==> config.mk <==
export PLATFORM = sky130hd
export DESIGN_NAME = pma_check_pipe
export DESIGN_NICKNAME = d
export VERILOG_FILES = /design/src/rtl/pma_check_pipe.sv
export SDC_FILE = /design/constraint.sdc
export NUM_CORES = 1
export LEC_CHECK = 0
export ABC_AREA = 1
export BUFFER_PORTS_ARGS = -buffer_cell sky130_fd_sc_hd__buf_2
export CORE_MARGIN = 1
export CORE_UTILIZATION = 30
export DETAILED_ROUTE_END_ITERATION = 12
export GPL_ROUTABILITY_DRIVEN = 0
export GPL_TIMING_DRIVEN = 0
export PLACE_DENSITY_LB_ADDON = 0.08
export SYNTH_ARGS = -nofsm -noshare
export SYNTH_HDL_FRONTEND = slang
export SYNTH_SLANG_ARGS = --single-unit
==> constraint.sdc <==
create_clock -name clk_i -period 1.55 [get_ports clk_i]
set_clock_uncertainty 0.1 [all_clocks]
set_input_delay 0.0775 -clock clk_i [delete_from_list [all_inputs] [get_ports clk_i]]
set_output_delay 0.0775 -clock clk_i [all_outputs]
set_load 0.01 [all_outputs]
==> src/rtl/pma_check_pipe.sv <==
// ============================================================================
// Module      : pma_check_pipe
// Description : Two-stage physical-memory-attribute checker. Classifies each
//               request against execute / cached / non-idempotent regions and
//               returns attributes plus an access-fault flag two cycles later.
//               Optional response statistics: define CVA6_PMA_STATS_EN.
// Revision    : 1.0 - initial release
// ============================================================================
`default_nettype none

module pma_check_pipe #(
  parameter int unsigned PLEN           = 56,
  parameter int unsigned TagWidth       = 4,
  parameter int unsigned NrExecRules    = 3,
  parameter logic [NrExecRules*64-1:0] ExecBase =
      {64'h8000_0000, 64'h1_0000, 64'h0},
  parameter logic [NrExecRules*64-1:0] ExecLength =
      {64'h4000_0000, 64'h1_0000, 64'h1000},
  parameter int unsigned NrCachedRules  = 1,
  parameter logic [NrCachedRules*64-1:0] CachedBase   = 64'h8000_0000,
  parameter logic [NrCachedRules*64-1:0] CachedLength = 64'h4000_0000,
  parameter int unsigned NrNonIdemRules = 2,
  parameter logic [NrNonIdemRules*64-1:0] NonIdemBase   = {64'h0, 64'h0},
  parameter logic [NrNonIdemRules*64-1:0] NonIdemLength = {64'h0, 64'h0}
) (
  input  logic                clk_i,
  input  logic                rst_i,
  input  logic                flush_i,
  input  logic                req_valid_i,
  output logic                req_ready_o,
  input  logic [PLEN-1:0]     req_addr_i,
  input  logic [1:0]          req_type_i,
  input  logic [TagWidth-1:0] req_tag_i,
  output logic                rsp_valid_o,
  input  logic                rsp_ready_i,
  output logic [TagWidth-1:0] rsp_tag_o,
  output logic                rsp_exec_o,
  output logic                rsp_cached_o,
  output logic                rsp_idem_o,
  output logic                rsp_fault_o,
  output logic [31:0]         stat_uncached_o,
  output logic [31:0]         stat_fault_o
);

  localparam logic [1:0] c_type_fetch = 2'd2;
  localparam logic [1:0] c_type_amo   = 2'd3;

  // Limit is formed in 65 bits so a region ending at 2^64 cannot wrap.
  function automatic logic rule_hit(input logic [63:0] addr,
                                    input logic [63:0] base,
                                    input logic [63:0] len);
    logic [64:0] lim;
    lim = {1'b0, base} + {1'b0, len};
    return (len != 64'd0) && (addr >= base) && ({1'b0, addr} < lim);
  endfunction

  logic [63:0]               w_addr64;
  logic [NrExecRules-1:0]    w_exec_hits;
  logic [NrCachedRules-1:0]  w_cached_hits;
  logic [NrNonIdemRules-1:0] w_nonidem_hits;

  assign w_addr64 = 64'(req_addr_i);

  for (genvar i = 0; i < NrExecRules; i++) begin : g_exec
    assign w_exec_hits[i] = rule_hit(w_addr64, ExecBase[i*64 +: 64],
                                     ExecLength[i*64 +: 64]);
  end

  for (genvar i = 0; i < NrCachedRules; i++) begin : g_cached
    assign w_cached_hits[i] = rule_hit(w_addr64, CachedBase[i*64 +: 64],
                                       CachedLength[i*64 +: 64]);
  end

  for (genvar i = 0; i < NrNonIdemRules; i++) begin : g_nonidem
    assign w_nonidem_hits[i] = rule_hit(w_addr64, NonIdemBase[i*64 +: 64],
                                        NonIdemLength[i*64 +: 64]);
  end

  // S1: registered request and raw hit vectors
  logic                      r_s1_valid;
  logic [TagWidth-1:0]       r_s1_tag;
  logic [1:0]                r_s1_type;
  logic [NrExecRules-1:0]    r_s1_exec_hits;
  logic [NrCachedRules-1:0]  r_s1_cached_hits;
  logic [NrNonIdemRules-1:0] r_s1_nonidem_hits;

  // S2: registered response
  logic                r_s2_valid;
  logic [TagWidth-1:0] r_s2_tag;
  logic                r_s2_exec;
  logic                r_s2_cached;
  logic                r_s2_idem;
  logic                r_s2_fault;

  logic w_s2_adv;
  logic w_s1_adv;
  logic w_exec;
  logic w_cached;
  logic w_fault;

  assign w_s2_adv = !r_s2_valid || rsp_ready_i;
  assign w_s1_adv = !r_s1_valid || w_s2_adv;

  assign w_exec   = |r_s1_exec_hits;
  assign w_cached = |r_s1_cached_hits;
  assign w_fault  = ((r_s1_type == c_type_fetch) && !w_exec) ||
                    ((r_s1_type == c_type_amo)   && !w_cached);

  // A flush drains the pipe, so the input side is always open in that cycle.
  assign req_ready_o = w_s1_adv || flush_i;

  always_ff @(posedge clk_i) begin
    if (rst_i) begin
      r_s1_valid        <= 1'b0;
      r_s1_tag          <= '0;
      r_s1_type         <= '0;
      r_s1_exec_hits    <= '0;
      r_s1_cached_hits  <= '0;
      r_s1_nonidem_hits <= '0;
      r_s2_valid        <= 1'b0;
      r_s2_tag          <= '0;
      r_s2_exec         <= 1'b0;
      r_s2_cached       <= 1'b0;
      r_s2_idem         <= 1'b0;
      r_s2_fault        <= 1'b0;
    end else if (flush_i) begin
      r_s1_valid <= 1'b0;
      r_s2_valid <= 1'b0;
    end else begin
      if (w_s2_adv) begin
        r_s2_valid <= r_s1_valid;
        if (r_s1_valid) begin
          r_s2_tag    <= r_s1_tag;
          r_s2_exec   <= w_exec;
          r_s2_cached <= w_cached;
          r_s2_idem   <= ~|r_s1_nonidem_hits;
          r_s2_fault  <= w_fault;
        end
      end
      if (w_s1_adv) begin
        r_s1_valid <= req_valid_i;
        if (req_valid_i) begin
          r_s1_tag          <= req_tag_i;
          r_s1_type         <= req_type_i;
          r_s1_exec_hits    <= w_exec_hits;
          r_s1_cached_hits  <= w_cached_hits;
          r_s1_nonidem_hits <= w_nonidem_hits;
        end
      end
    end
  end

  assign rsp_valid_o  = r_s2_valid;
  assign rsp_tag_o    = r_s2_tag;
  assign rsp_exec_o   = r_s2_exec;
  assign rsp_cached_o = r_s2_cached;
  assign rsp_idem_o   = r_s2_idem;
  assign rsp_fault_o  = r_s2_fault;

`ifdef CVA6_PMA_STATS_EN
  logic [31:0] r_stat_uncached;
  logic [31:0] r_stat_fault;
  logic        w_rsp_hs;

  assign w_rsp_hs = r_s2_valid && rsp_ready_i;

  // Counters ignore flush: a response handed over in a flush cycle still counts.
  always_ff @(posedge clk_i) begin
    if (rst_i) begin
      r_stat_uncached <= '0;
      r_stat_fault    <= '0;
    end else if (w_rsp_hs) begin
      if (!r_s2_cached && (r_stat_uncached != 32'hFFFF_FFFF))
        r_stat_uncached <= r_stat_uncached + 32'd1;
      if (r_s2_fault && (r_stat_fault != 32'hFFFF_FFFF))
        r_stat_fault <= r_stat_fault + 32'd1;
    end
  end

  assign stat_uncached_o = r_stat_uncached;
  assign stat_fault_o    = r_stat_fault;
`else
  assign stat_uncached_o = 32'd0;
  assign stat_fault_o    = 32'd0;
`endif

endmodule

`default_nettype wire
==> results of run 1 <==
==> synth_stat cells <==
cell type  instances
nand3_1            1
clkbuf_1           1
conb_1             1
nand2_2            2
nor3_1             3
nor2_1            54
or2_2              1
inv_2              2
nor2_4             2
o21ai_0           12
o21ai_2            2
o21a_1             1
nand2_1           14
dfxtp_1           19
a22oi_1            1
buf_6              1
nand2_4            1
a21oi_2            1
nor2_2             2
inv_1              6
nand3b_1           1
buf_4             64
a21oi_1            4
==> routing by layer <==
metal  share of wire  track usage  wire length, µm
met1            0.39       0.1305             1138
met2            0.51       0.2126             1481
met3           0.088      0.02035              255
met4          0.0072      0.04222               21
met5               0            0                0
==> critical path, stage by stage <==
cell and delay (ns):
dlygate4sd3_1 0.53, buf_2 0.15, inv_1 0.15, clkbuf_2 0.22, o21ai_0 0.11, nor2_1 0.08
==> stage by stage <==
stage	area (µm²)	total power, µW
finish	2117	1228
global route	2117	1309
CTS	2116	1240
detailed placement	2001	884.5
global placement	2001	881.9
floorplan	1615	795.0
==> final cells by class <==
cell class              instances  share of cell area
multi-input cells             166              0.3351
flip-flops and latches         19              0.1797
well taps                      52             0.03073
repair buffers                 71              0.1844
clock buffers                   4             0.02128
inverters                       8             0.01418
plain buffers                  66              0.2346
==> cell families (layout without fill, tap and decap cells) <==
| group | count (synthesis) | after routing |
|---|---|---|
| AO/OA/AOI/OAI | 21 | 21 |
| buffers and inverters | 74 | 149 |
| flip-flops | 19 | 19 |
| other | 1 | 64 |
| AND/OR/NAND/NOR | 81 | 81 |
==> state kept, by name (all words and copies together) (netlist names) <==
register / cells
r_s1_tag: 4
rsp_idem_o: 1
r_s1_valid: 1
rsp_exec_o: 1
rsp_fault_o: 1
rsp_valid_o: 1
rsp_cached_o: 1
rsp_tag_o: 4
r_s1_type: 2
r_s1_exec_hits: 3
==> power breakdown <==
group,internal [µW],leakage (µW),total [µW],switching (µW)
registers,511,0.000155,522,10.8
logic,202,0.00103,370,168
clock network,182,0.0000228,336,153
==> how the worst min path moves through the flow <==
stage                startpoint           to  slack, ns  depth (start not counted)
floorplan                 rst_i  rsp_fault_o       0.05                          1
global placement          rst_i   rsp_idem_o       0.21                          2
detailed placement        rst_i  rsp_fault_o       0.21                          2
CTS                 req_valid_i   r_s1_valid       0.01                          3
global route        req_valid_i   r_s1_valid      0.006                          3
finish              req_valid_i   r_s1_valid       0.02                          3
==> what timing repair did <==
item                                   in CTS  in global routing
gates resized for setup                     0                  2
hold buffers                                7                  0
setup endpoints to repair                   0                  1
endpoints found under the hold margin       9                  0
==> out/qor.yml, run 1 <==
run_status:
  status: "finished clean"
timing:
  whs_ns: 0.01564
  fin_ws_ns: 0.3092
  hold_viol: 0
  period_share: 0.8005
  fin_crit_ns: 1.241
  setup-tns-final_ns: 0
  clock.fmax_ghz: 0.8059
  rsz0062_at_grt: "false"
  setup_viol_count_final: 0
  slew_viol_final: 0
cts:
  numCtsBuffers: 3
  h-tree-depth: 1
  cts_tree: "built"
  clock_latency_ns: 0.25
  cts_root_buf: "clkbuf_8"
  cts_setup_buffers: 0
  clk_path_buf_depth: 2
  cts.sinks: 19
  clkTransAtPathRegs_ns: 0.07
floorplan:
  fp-row-count: 24
  io_pins: 141
  start_util: 0.3145
  die_h_um: 69.80
  chipWidth_um: 69.80
  core-area_um2: 4384
  die_area_um2: 4871
setup_path:
  rrSetupSlack_ns: 0.32
  cp-start-kind: "input pin"
  startpoint: "rst_i"
  cp.arrival_ns: 1.33
  cp.required_ns: 1.64
  reg2regPathDepth: 7
  worstPathMaxFanout: 10
  crit_type: "input pin to flip-flop"
  r2r-start: "rsp_valid_o"
  endpoint: "rsp_tag_o[2]"
  cp-end-kind: "flip-flop"
  reg2reg_to: "rsp_exec_o"
job:
  max_cap_violations: 0
detailed_routing:
  wl_um: 2897
  vias: 1335
  ant_nets: 0
  wire_per_inst_um: 7.505
  drtIter0Drc: 24
  drt-pass1-iter-count: 4
  drcViolationCount: 0
  viasPerCell: 3.459
global_route:
  grt_first_pass_wirelength_um: 4657
  grt_max_degree: 11
  overflow: 0
  antenna_found_initial: 0
  grt_pass1_vias: 1161
  grt_usage: 0.1151
finish:
  layout_common_cells: "buf_4 (64), conb_1 (64), buf_2 (64)"
  layout.cells.non_filler: 386
  nNetsFinal: 402
  syn2layout_area_growth_pct: 53.54
  fillers: 463
  drive_above_1_share: 0.4371
  utilization: 0.4829
  num_antenna_cells: 0
  seq_area_um2: 380.4
  multiInputGateArea_um2: 709.4
synthesis:
  ys_ff_latch: 19
  synth-xor-area-share: 0
  yosys_warnings: 0
  synth.area.mux_share: 0
  synth_cell_types: 23
  ys_seq_area_frac: 0.2759
  synth-compound-area-share: 0.08802
  synth.largest_area_cell: "buf_4"
  synth_top_area_share: 0.3485
  synth_top_family_by_area: "buffers and inverters"
  synth_fa_ha_area_frac: 0
  syn_inst: 196
  netlist_area_um2: 1379
  avgSynthCellArea_um2: 7.035
  synth-simple-area-share: 0.2523
  synthTopCellsByArea: "buf_4 (35%), dfxtp_1 (28%), nor2_1 (15%)"
placement:
  hpwl_um: 2537
  dp_cells: 375
  place_ws_ns: 0.3104
  io_buffers: 64
worst_hold_path:
  hold_path.class: "input pin to flip-flop"
power:
  powerDensity_nw_per_um2: 580.0
  ir_drop_v: 0.0003189
  p_leak_uw: 0.001210
Power figures use the tool's default switching activity.
==> run 2: changes to the inputs <==
clock period = 1.1 ns   (was 1.55 ns; I/O delays follow)
==> run 2 against run 1 <==
Net effect: the flow now finishes with violations (negative setup slack); die area did not move; cell count rose by 1.6%; hold slack improved by 0.0011 ns; design area rose by 4.5%; sequential power rose by 42%; routed wire length rose by 4.9%; critical path depth rose by 2; critical path type is now flip-flop to flip-flop.
==> out/qor.yml, run 2 (synthesized netlist as in run 1, its figures left out) <==
finish:
  multiInputGateArea_um2: 743.2  # +4.8%
  layout.cells.non_filler: 392  # +1.6%
  drive_above_1_share: 0.4765  # +0.03934
  layout_common_cells: "buf_4 (67), conb_1 (64), buf_2 (64)"
  seq_area_um2: 382.9  # +0.66%
  syn2layout_area_growth_pct: 60.44
  nNetsFinal: 408  # +1.5%
  fillers: 474  # +2.4%
  num_antenna_cells: 0  # unchanged
  layout_commonest_cell: "buf_4"
floorplan:
  start_util: 0.3145  # unchanged
  die_area_um2: 4871  # unchanged
  die_h_um: 69.80  # unchanged
  fp-row-count: 24  # unchanged
  core-area_um2: 4384  # unchanged
  io_pins: 141  # unchanged
  chipWidth_um: 69.80  # unchanged
placement:
  io_buffers: 64  # unchanged
  place_ws_ns: -0.09206  # -0.4025 ns
  dp_cells: 375  # unchanged
  hpwl_um: 2490  # -1.9%
setup_path:
  max_stage_delay_ns: 0.33  # -0.20 ns
  cp-end-kind: "flip-flop"
  r2r-start: "rsp_valid_o"
  path_cells: "inv_2 -> nor2_4 -> nand2_2 -> nand2_4 -> inv_4 -> buf_6 -> o21ai_2 -> a21oi_2"
  crit_family: "flip-flops"
  worstPathMaxFanout: 5  # -5
  cp-start-kind: "flip-flop"
  cp.required_ns: 1.15  # -0.49 ns
  reg2regPathDepth: 8  # +1
  cp.arrival_ns: 1.22  # -0.11 ns
  crit_path_top_delay_cell: "dfxtp_2"
  crit_buf_inv: 3  # -1
  reg2reg_to: "r_s1_exec_hits[1]"
  crit_type: "flip-flop to flip-flop"
  rrSetupSlack_ns: -0.07  # -0.39 ns
detailed_routing:
  wire_per_inst_um: 7.753  # +3.3%
  viasPerCell: 3.538  # +2.3%
  wl_met2_um: 1561  # +5.4%
  drtIter0Drc: 16  # -33%
  drcViolationCount: 0  # unchanged
  ant_nets: 0  # unchanged
  met3WireLength_um: 255  # unchanged
  drt-pass1-iter-count: 4  # unchanged
  wl_met1_um: 1177  # +3.4%
  vias: 1387  # +3.9%
  routed.top_layer: "met4"
  wl_um: 3039  # +4.9%
power:
  ir_drop_v: 0.0003548  # +11%
  powerDensity_nw_per_um2: 801.9  # +38%
  p_leak_uw: 0.001245  # +2.9%
timing:
  setup-tns-final_ns: -0.5113  # -0.5113 ns
  slew_viol_final: 0  # unchanged
  setup_viol_count_final: 14  # +14
  period_share: 1.064
  clock.fmax_ghz: 0.8541
  whs_ns: 0.01674  # +0.001099 ns
  hold_viol: 0  # unchanged
  rsz0062_at_grt: "true"
  fin_crit_ns: 1.171
  fin_ws_ns: -0.07083  # -0.3800 ns
worst_hold_path:
  min_from: "rsp_ready_i"
  holdPathEnd: "r_s1_valid"
  hold_depth: 4  # +1
  hold_path.class: "input pin to flip-flop"
global_route:
  antenna_found_initial: 0  # unchanged
  grt_max_degree: 12  # +1
  grt_first_pass_wirelength_um: 4692  # +0.75%
  grt_pass1_vias: 1219  # +5.0%
  overflow: 0  # unchanged
  grt_usage: 0.1176  # +0.002473
cts:
  h-tree-depth: 1  # unchanged
  clock_latency_ns: 0.25  # about the same
  cts_root_buf: "clkbuf_8"
  clk_path_buf_depth: 2  # unchanged
  cts.sinks: 19  # unchanged
  clkTransAtPathRegs_ns: 0.07  # about the same
  cts_tree: "built"
  numCtsBuffers: 3  # unchanged
run_status:
  violations: "negative setup slack"
  status: "finished with violations"
job:
  max_cap_violations: 0  # unchanged
run 2: cell type report:
cell class	instances	share of cell area
multi-input cells	166	0.3360
clock inverters	1	0.002262
repair buffers	77	0.2008
plain buffers	66	0.2240
well taps	52	0.02941
inverters	8	0.01584
clock buffers	3	0.01867
flip-flops and latches	19	0.1731
run 2: worst reg2reg max path, stage by stage, from the launching register on:
cell and delay, ns:
dfxtp_2 0.33, inv_2 0.04, nor2_4 0.12, nand2_2 0.08, nand2_4 0.08, inv_4 0.04
buf_6 0.13, o21ai_2 0.12, a21oi_2 0.04
run 2: worst max-delay path by stage:
stage	from	end	slack, ns	depth (start not counted)
after floorplan	rsp_valid_o	r_s1_exec_hits[1]	-0.05	8
after global placement	rsp_valid_o	r_s1_exec_hits[1]	-0.1	8
after detailed placement	rsp_valid_o	r_s1_exec_hits[1]	-0.09	8
after CTS	rsp_valid_o	r_s1_type[0]	-0.06	8
after global routing	rsp_valid_o	r_s1_exec_hits[1]	-0.16	8
final	rsp_valid_o	r_s1_exec_hits[1]	-0.07	8
run 2: per-stage QoR:
stage	power, µW	instance area [µm²]	util
floorplan	1121	1617	-
global placement	1244	2002	0.4566
detailed placement	1248	2002	0.4566
CTS	1762	2175	0.4960
global route	1879	2212	0.5046
finish	1774	2212	0.5046
run 2: routing by layer:
layer  up-vias  global-route usage
met5         -                   0
met4         0             0.05111
met3         5             0.02035
met2        69              0.2361
met1       542              0.1145
li1        771                   -
run 2: power breakdown:
group	internal, µW	switching [µW]
clock	252	227
sequential	721	19.7
combinational	305	249
run 2: timing repair:
item,4_1_cts,5_1_grt
pin swaps,6,5
hold buffers,9,0
setup endpoints to repair,18,19
gates cloned,1,0
resized for setup,5,14
buffers inserted,3,0
endpoints found under the hold margin,10,0
